===== config.mk =====
export PLATFORM = sky130hd
export DESIGN_NAME = wb_master_bridge
export DESIGN_NICKNAME = d
export VERILOG_FILES = /design/src/rtl/wb_master_bridge.sv
export SDC_FILE = /design/constraint.sdc
export NUM_CORES = 1
export LEC_CHECK = 0
export ABC_AREA = 1
export BUFFER_PORTS_ARGS = -buffer_cell sky130_fd_sc_hd__buf_2
export CAP_MARGIN = 20
export CORE_MARGIN = 4
export CORE_UTILIZATION = 30
export CTS_CLUSTER_SIZE = 40
export DETAILED_ROUTE_END_ITERATION = 16
export PLACE_DENSITY_LB_ADDON = 0.25
export SLEW_MARGIN = 25
export SYNTH_ARGS = -nofsm -noshare
export SYNTH_HDL_FRONTEND = slang
export SYNTH_SLANG_ARGS = --single-unit

===== constraint.sdc =====
create_clock -name clock -period 2.4 [get_ports clock]
set_input_delay 0.12 -clock clock [delete_from_list [all_inputs] [get_ports clock]]
set_output_delay 0.12 -clock clock [all_outputs]
set_load 0.01 [all_outputs]

===== src/rtl/wb_master_bridge.sv =====
// Wishbone classic master bridge: valid/ready request/response to single
// B3 bus cycles, one outstanding, with a cycle-count timeout reported as error.
module wb_master_bridge #(
  parameter int addr_width     = 8,
  parameter int data_width     = 32,
  parameter int strobe_width   = data_width / 8,
  parameter int timeout_cycles = 16
) (
  input  logic                    clock,
  input  logic                    reset,
  input  logic                    req_valid,
  output logic                    req_ready,
  input  logic [addr_width-1:0]   req_addr,
  input  logic [data_width-1:0]   req_data,
  input  logic                    req_we,
  input  logic [strobe_width-1:0] req_sel,
  output logic                    resp_valid,
  input  logic                    resp_ready,
  output logic [data_width-1:0]   resp_data,
  output logic                    resp_err,
  output logic [addr_width-1:0]   wb_adr,
  output logic [data_width-1:0]   wb_datwr,
  input  logic [data_width-1:0]   wb_datrd,
  output logic                    wb_we,
  output logic [strobe_width-1:0] wb_sel,
  output logic                    wb_stb,
  output logic                    wb_cyc,
  input  logic                    wb_ack
);

  localparam int CW = $clog2(timeout_cycles + 1);
  localparam logic [CW-1:0] TO_LAST = CW'(timeout_cycles - 1);

  typedef enum logic [1:0] {
    IDLE,
    BUS,
    RESP
  } state_t;

  state_t        r_state;
  logic [CW-1:0] r_cnt;

  // Ready is a pure state decode so it never loops back through req_valid.
  assign req_ready = (r_state == IDLE);

  // Bus-cycle sequencer; every bus and response output is a register here.
  always_ff @(posedge clock) begin
    if (reset) begin
      r_state    <= IDLE;
      r_cnt      <= '0;
      wb_adr     <= '0;
      wb_datwr   <= '0;
      wb_we      <= 1'b0;
      wb_sel     <= '0;
      wb_stb     <= 1'b0;
      wb_cyc     <= 1'b0;
      resp_valid <= 1'b0;
      resp_data  <= '0;
      resp_err   <= 1'b0;
    end else begin
      unique case (r_state)
        IDLE: begin
          if (req_valid) begin
            wb_adr   <= req_addr;
            wb_datwr <= req_data;
            wb_we    <= req_we;
            wb_sel   <= req_sel;
            wb_stb   <= 1'b1;
            wb_cyc   <= 1'b1;
            r_cnt    <= '0;
            r_state  <= BUS;
          end
        end
        BUS: begin
          if (wb_ack) begin
            wb_stb     <= 1'b0;
            wb_cyc     <= 1'b0;
            resp_data  <= wb_we ? '0 : wb_datrd;
            resp_err   <= 1'b0;
            resp_valid <= 1'b1;
            r_state    <= RESP;
          end else if (r_cnt == TO_LAST) begin
            wb_stb     <= 1'b0;
            wb_cyc     <= 1'b0;
            resp_data  <= '0;
            resp_err   <= 1'b1;
            resp_valid <= 1'b1;
            r_state    <= RESP;
          end else begin
            r_cnt <= r_cnt + CW'(1);
          end
        end
        RESP: begin
          if (resp_ready) begin
            resp_valid <= 1'b0;
            r_state    <= IDLE;
          end
        end
        default: r_state <= IDLE;
      endcase
    end
  end

endmodule


==> results_dict.tcl, run 1 <==
set metrics [dict create \
    root_buffer "clkbuf_8" \
    num-fill-cells 1027 \
    antenna_found_initial 0 \
    end_kind "flip-flop" \
    grt_remaining_overflow 0 \
    antennaDiodeCount 0 \
    period_minus_slack_ns 1.72 \
    tns_ns 0 \
    cts-hold-fix-buffers 70 \
    synth_warnings 0 \
    clock_latency_ns 0.36 \
    syn_nets 491 \
    htree_levels 3 \
    avgSynthCellArea_sq_um 8.10 \
    start_util_pct 30.5 \
    cts_tree "built" \
    grt_pass1_vias 3360 \
    rrSetupSlack_ns 0.68 \
    ant_nets 0 \
    holdPathStages 3 \
    total_power_mw 3.11 \
    synth_top_cell_by_area "dfxtp_1" \
    reg2reg_to "resp_data[1]" \
    crit_top_cell "nand2_1" \
    tightest_slew_ns 0.710 \
    synth_edf_count 0 \
    post-cts-setup-buffers 0 \
    die_w_um 113 \
    clock-sinks 87 \
    ys_ff_latch 87 \
    cp.required_ns 2.69 \
    vias_per_cell 4.47 \
    hold_class "input port to flip-flop" \
    relSlewSlack_pct 52.6 \
    numCtsBuffers 9 \
    post-route-drc-count 0 \
    grt-busiest-layer "met2" \
    ctsResizeCount 0 \
    finalCritPeriodShare_pct 71.7 \
    rows 38 \
    final_nets 709 \
    grt_pass1_wl_mm 16.0 \
    hpwl_mm 5.78 \
    syn_to_final_growth_pct 50.8 \
    p_leak_nw 2.29 \
    status "finished, final reports clean" \
    synthFlopType "dfxtp_1" \
    start_kind "flip-flop" \
    grt_usage_pct 15.5 \
    num_vias 3441 \
    fmax_mhz 581 \
    ir_drop_mv 0.355 \
    ys_seq_area_share_pct 52.8 \
    final_util_pct 46.0 \
    place_area_sq_um 4090 \
    hold_viol 0 \
    use_met2_pct 26.0 \
    synth_top_area_share_pct 52.8 \
    r2r_cells 9 \
    crit_type "flip-flop to flip-flop" \
    register_area_sq_um 1740 \
    cp_num_buf_inv 1 \
    ys_types 24 \
    async_flop_share_pct 0 \
    io_pins 164 \
    worstPathArrival_ns 2.01 \
    netlist_top_cells_count "nor2_1, dfxtp_1, nand2_1, a21oi_1, nand3_1" \
    finClkSkew_ns 0.00889 \
    clkSlewWorstSetupHoldPaths_ns 0.08 \
    gp_congestion 0.758 \
    min_from "wb_datrd[14]" \
    postRouteWirelength_mm 9.84 \
    die_h_um 113 \
    critical-path-max-stage-delay_ns 0.35 \
    drv_cap 0 \
    crit_chain "ha_1, nand2_1, nor2_1, ha_1, inv_1, nand2_1, nand2_4, nand2_1, a21oi_1" \
    final_layout_size_suffix_gt1_share_pct 30.5 \
    min_to "resp_data[14]" \
    cp_slowest_cell "dfxtp_1" \
    drt_iter0_markers 166 \
    die-area_sq_um 12700 \
    multi_input_area_sq_um 1270 \
    rr_startpoint "r_cnt[0]" \
    port_buffers 163 \
    globalRouteMet3Util_pct 5.29 \
    grt_max_degree 53 \
    post_drt_wl_per_cell_um 12.8 \
    synth_area_sq_um 3300 \
    synthCells 407 \
    design_area_sq_um 4970 \
    clock_path_buffers 2 \
    cpLargestDelayFamily "simple AND/OR/NAND/NOR gates" \
    synth_area_leaders "dfxtp_1, nor2_1, a21oi_1" \
    finalSetupViolations 0 \
    core_sq_um 10800 \
    yosysMostFrequentCell "nor2_1" \
    rsz0062_at_grt "false" \
    met1_usage_pct 17.9 \
    drt_pass1_iterations 4 \
    path_max_fanout 36 \
    final_max_slew_viol_count 0 \
    power_density_nw_per_um2 626 \
]
[power breakdown]
part	total, mW	switching [mW]	leakage, nW	internal [mW]
Combinational	0.556	0.297	1.49	0.259
Sequential	1.58	0.0477	0.714	1.54
Clock	0.972	0.520	0.0942	0.452
Total	3.11	0.865	2.29	2.25
[metrics by stage]
stage | hold WS, ns | setup slack [ns] | std cells
after floorplan | 0.265 | 0.934 | 407
final | 0.0326 | 0.679 | 769
after global placement | 0.354 | 0.746 | 684
after CTS | 0.00177 | 0.658 | 769
after detailed placement | 0.364 | 0.676 | 684
after global routing | 0.0171 | 0.484 | 769
[how the worst max path moves through the flow]
stage | startpoint | to | cells past startpoint
after floorplan | r_cnt[0] | resp_data[25] | 10
after global placement | r_cnt[0] | resp_data[7] | 9
after detailed placement | r_cnt[0] | resp_data[5] | 9
after CTS | r_cnt[0] | resp_data[4] | 9
after global routing | r_cnt[0] | resp_data[4] | 9
final | r_cnt[0] | resp_data[1] | 9
[area by class of cell]
class / instances / share of cell area, %
Sequential cell: 87 / 35.1
Tap cell: 140 / 3.53
Multi-Input combinational cell: 277 / 25.6
Clock inverter: 3 / 0.353
Clock buffer: 12 / 3.32
Timing Repair Buffer: 236 / 31.0
Inverter: 14 / 1.16
[metal layers]
metal,up-vias,routed length (um)
met5,-,0
met4,0,209
met3,16,747
met2,121,4670
met1,1554,4210
li1,1750,-
[cell usage in the layout, fill, tap and decap left out]
master	instances
inv_1	11
nand4_1	1
nand2_8	1
o21ai_1	20
nand3_1	38
a21oi_1	40
buf_2	163
clkbuf_8	12
nand2_4	1
clkinvlp_4	1
nand3b_1	1
dlygate4sd3_1	70
clkinv_2	2
o21ai_0	26
nor2_4	2
nor2_1	94
nand2_1	47
inv_2	2
ha_1	2
dfxtp_1	87
buf_4	3
nand2_2	1
nor2_2	1
inv_6	1
a21oi_2	2
[registers in the layout, indices dropped and copies added, names as in the netlist]
name        cells
resp_data      32
wb_datwr       32
wb_adr          8
r_cnt           5
wb_sel          4
r_state         2
resp_err        1
resp_valid      1
wb_cyc          1
wb_we           1
[worst reg2reg max path: cells and delay by family, from the launching register on]
kind | cells | cell delay (ns)
AND/OR/NAND/NOR | 5 | 0.67
adder cells (fa/ha/maj) | 2 | 0.42
AO/OA/AOI/OAI | 1 | 0.17
flip-flops | 1 | 0.35
buffers and inverters | 1 | 0.06
[cells by family after synthesis]
group / Yosys count / synth area share (%)
buf+inv: 43 / 8.54
fa+ha+maj: 2 / 0.759
simple gates: 187 / 24.3
flops: 87 / 52.8
compound gates: 88 / 13.6
No activity file was read; power rests on OpenSTA's default activity.
==> inputs of run 2 (changes only) <==
Clock period 2.4 ns to 1.64 ns, I/O delays scaled along.
==> results_dict.tcl, run 2 (synthesis gave the netlist of run 1 again) <==
set metrics [dict create \
    total_power_mw 4.87 \
    grt_max_degree 48 \
    grt_pass1_vias 3411 \
    r2r_cells 9 \
    final_cell_mix "buf_2, nor2_1, dfxtp_1" \
    numCtsBuffers 9 \
    crit_type "flip-flop to flip-flop" \
    multi_input_area_sq_um 1350 \
    grt_usage_pct 15.5 \
    register_area_sq_um 1740 \
    clock_path_buffers 2 \
    post_drt_wl_per_cell_um 13.1 \
    cp_slowest_cell "dfxtp_2" \
    p_leak_nw 2.39 \
    num_vias 3569 \
    core_sq_um 10800 \
    grt_pass1_wl_mm 16.0 \
    die_w_um 113 \
    crit_top_cell "nand2_1" \
    worstPathArrival_ns 1.83 \
    hold_viol 0 \
    cp.required_ns 1.93 \
    relSlewSlack_pct 70.6 \
    rows 38 \
    ir_drop_mv 0.434 \
    start_util_pct 30.5 \
    drv_cap 0 \
    clock-sinks 87 \
    final_common_cell "buf_2" \
    place_area_sq_um 4140 \
    cpLargestDelayFamily "simple AND/OR/NAND/NOR gates" \
    largestRegisters "resp_data: 32 flops, wb_datwr: 32 flops, wb_adr: 8 flops" \
    die-area_sq_um 12700 \
    port_buffers 163 \
    crit_chain "ha_1, nand2_1, nor2_2, ha_2, inv_1, nand2_4, nand2_8, nand2_1, a21oi_1" \
    post-route-drc-count 0 \
    final_layout_size_suffix_gt1_share_pct 32.4 \
    tightest_slew_ns 0.441 \
    finalCritPeriodShare_pct 93.9 \
    final_nets 725 \
    power_density_nw_per_um2 934 \
    root_buffer "clkbuf_8" \
    finalSetupViolations 0 \
    hpwl_mm 6.03 \
    path_max_fanout 9 \
    critical-path-max-stage-delay_ns 0.33 \
    period_minus_slack_ns 1.54 \
    start_kind "flip-flop" \
    syn_to_final_growth_pct 58.3 \
    design_area_sq_um 5220 \
    worstSetupPathDepth 9 \
    htree_levels 3 \
    status "finished, final reports clean" \
    cts_tree "built" \
    clock_latency_ns 0.37 \
    ant_nets 0 \
    fmax_mhz 650 \
    finClkSkew_ns 0.0122 \
    io_pins 164 \
    hold_class "input port to flip-flop" \
    postRouteWirelength_mm 10.3 \
    cp_num_buf_inv 1 \
    antennaDiodeCount 0 \
    holdPathStages 3 \
    gp_congestion 0.794 \
    grt_remaining_overflow 0 \
    end_kind "flip-flop" \
    drt_pass1_iterations 4 \
    num-fill-cells 975 \
    antenna_found_initial 0 \
    vias_per_cell 4.54 \
    clkSlewWorstSetupHoldPaths_ns 0.09 \
    final_max_slew_viol_count 0 \
    die_h_um 113 \
    drt_iter0_markers 340 \
    rrSetupSlack_ns 0.10 \
]
## run 2: final timing paths
check               start            to
min                req_we         wb_we
max              r_cnt[0]  resp_data[1]
min reg2reg  resp_data[5]  resp_data[5]
max reg2reg      r_cnt[0]  resp_data[1]
## run 2: tightest hold or removal path, cell delays in order
cell and delay (ns):
buf_2 0.09, o21ai_1 0.08, a21oi_1 0.12
## run 2: routing by layer
metal / GRT usage, % / up-vias / wire length (um)
li1: - / 1794 / -
met1: 18.7 / 1607 / 4410
met2: 25.4 / 147 / 4820
met3: 4.81 / 21 / 784
met4: 6.89 / 0 / 261
met5: 0 / - / 0
## run 2: what timing repair did
action / 4_1_cts / 5_1_grt
pin swaps: 0 / 3
hold buffers: 77 / 0
endpoints found under the setup margin: 15 / 40
buffers inserted: 0 / 1
endpoints found under the hold margin: 77 / 0
gates cloned: 0 / 2
gates resized for setup: 2 / 11
## run 2: final cells by class
class	count	share of cell area, %
inverters	14	1.10
multi-input cells	279	25.8
clock buffers	11	2.71
repair buffers	250	32.1
flip-flops and latches	87	33.4
clock inverters	5	1.56
well taps	140	3.36
## run 2: stage by stage
| stage | hold slack, ns | TNS (ns) | worst slack (ns) | util [%] | std cells |
|---|---|---|---|---|---|
| 5_1_grt | 0.0489 | -0.0169 | -0.0169 | 48.3 | 786 |
| 3_3_place_gp | 0.315 | 0 | 0.0451 | 38.4 | 690 |
| 6_report | 0.0488 | 0 | 0.101 | 48.3 | 786 |
| 2_1_floorplan | 0.227 | 0 | 0.174 | - | 407 |
| 4_1_cts | 0.0280 | 0 | 0.0203 | 47.7 | 783 |
| 3_5_place_dp | 0.327 | -0.0379 | -0.0147 | 38.4 | 690 |
## run 2: power by group
part           internal, mW  leakage, nW  switching [mW]  total, mW
clock network         0.900        0.110           0.781       1.68
registers              2.25        0.714          0.0703       2.32
logic                 0.411         1.56           0.462      0.873
total                  3.56         2.39            1.31       4.87
==> inputs of run 3 (changes only) <==
Settings changed: BUFFER_PORTS_ARGS -buffer_cell sky130_fd_sc_hd__buf_2 to -buffer_cell sky130_fd_sc_hd__clkbuf_2.
==> results_dict.tcl, run 3 (synthesis gave the netlist of run 1 again) <==
set metrics [dict create \
    status "finished, final reports clean" \
    period_minus_slack_ns 1.53 \
    clock_latency_ns 0.36 \
    syn_to_final_growth_pct 57.5 \
    port_buffers 163 \
    fmax_mhz 653 \
    total_power_mw 4.77 \
    antennaDiodeCount 0 \
    post-route-drc-count 0 \
    cp.required_ns 1.90 \
    worstPathArrival_ns 1.79 \
    tightest_slew_ns 0.539 \
    drt_pass1_iterations 6 \
    root_buffer "clkbuf_8" \
    power_density_nw_per_um2 918 \
    ant_nets 0 \
    globalRouteMet3Util_pct 6.15 \
    use_met2_pct 25.8 \
    clock-sinks 87 \
    htree_levels 3 \
    hpwl_mm 6.11 \
    drv_cap 0 \
    p_leak_nw 2.34 \
    rows 38 \
    layout.cells.non_filler 787 \
    post_drt_wl_per_cell_um 12.8 \
    dp_slack_ns 0.00232 \
    design_area_sq_um 5190 \
    grt_remaining_overflow 0 \
    largestRegisters "resp_data: 32 flops, wb_datwr: 32 flops, wb_adr: 8 flops" \
    ir_drop_mv 0.535 \
    cts_tree "built" \
    clock_path_buffers 2 \
    layout_setup_ws_ns 0.108 \
    place_area_sq_um 4150 \
    start_kind "flip-flop" \
    finClkSkew_ns 0.0100 \
    drt_iter0_markers 275 \
    final_nets 726 \
    final_common_cell "clkbuf_2" \
    clkSlewWorstSetupHoldPaths_ns 0.08 \
    vias_per_cell 4.44 \
    postRouteWirelength_mm 10.0 \
    grt_pass1_wl_mm 16.1 \
    grt-busiest-layer "met2" \
    die-area_sq_um 12700 \
    tns_ns 0 \
    die_h_um 113 \
    grt_max_degree 45 \
    rrSetupSlack_ns 0.11 \
    gp_congestion 0.803 \
    final_cell_mix "clkbuf_2, nor2_1, dfxtp_1" \
    num_vias 3496 \
    start_util_pct 30.5 \
    die_w_um 113 \
    met1_usage_pct 18.4 \
    dp_cells 692 \
    end_kind "flip-flop" \
    finalCritPeriodShare_pct 93.4 \
    antenna_found_initial 0 \
    hold_class "input port to flip-flop" \
    crit_type "flip-flop to flip-flop" \
    finalSetupViolations 0 \
    hold_viol 0 \
    path_max_fanout 4 \
    grt_usage_pct 15.5 \
    final_max_slew_viol_count 0 \
    io_pins 164 \
    grt_pass1_vias 3380 \
    core_sq_um 10800 \
    numCtsBuffers 9 \
    relSlewSlack_pct 64.1 \
    final_layout_size_suffix_gt1_share_pct 32.3 \
]
run 3: cell types whose count changed in the layout (fill, tap and decap cells not counted), moves of 2 or more:
| cell | before | now |
|---|---|---|
| buf_2 | 163 | 0 |
| clkbuf_2 | 0 | 163 |
| buf_4 | 9 | 12 |
| clkbuf_8 | 10 | 12 |
run 3: what timing repair did:
item	in CTS	in global routing
pin swaps	0	3
hold endpoints to repair	77	0
endpoints found under the setup margin	8	42
hold buffers	77	0
setup buffers	0	1
gates cloned	0	1
resized for setup	0	12
run 3: final timing paths:
path                            cells after the start     startpoint            end
worst max-delay path                               11       r_cnt[0]       r_cnt[0]
worst min-delay path                                3         req_we          wb_we
worst max register to register                     11       r_cnt[0]       r_cnt[0]
worst min register to register                      2  resp_data[11]  resp_data[11]
run 3: layer usage:
| layer | wire (um) | share of wire, % | vias up |
|---|---|---|---|
| li1 | - | - | 1792 |
| met1 | 4230 | 42 | 1553 |
| met2 | 4840 | 48 | 134 |
| met3 | 810 | 8.1 | 17 |
| met4 | 160 | 1.6 | 0 |
| met5 | 0 | 0 | - |
run 3: stage by stage:
stage               hold WS, ns  util (%)
floorplan                 0.227         -
global placement          0.314      38.4
detailed placement        0.325      38.4
CTS                     0.00461      47.5
global route             0.0629      48.1
finish                   0.0361      48.1
run 3: worst max-delay path, cell delays in order (launching register included):
cell and delay (ns):
dfxtp_2 0.34, ha_2 0.18, nand2_1 0.08, nor2_1 0.05
ha_2 0.16, buf_4 0.13, nor2_2 0.09, nand2_2 0.10
nand2_2 0.11, inv_1 0.05, nor2_1 0.10, nor2_1 0.04
run 3: layout make-up:
type / instances / area (sq um)
tap: 140 / 175
inverter: 14 / 57.6
clock inverter: 2 / 37.5
timing repair buffer: 252 / 1680
sequential: 87 / 1740
fill: 1031 / 5600
clock buffer: 14 / 173
multi-input combinational: 278 / 1330
run 3: power breakdown:
group / internal (mW) / leakage [nW] / switching (mW)
logic: 0.406 / 1.52 / 0.459
clock network: 0.831 / 0.103 / 0.745
registers: 2.25 / 0.714 / 0.0746
total: 3.49 / 2.34 / 1.28
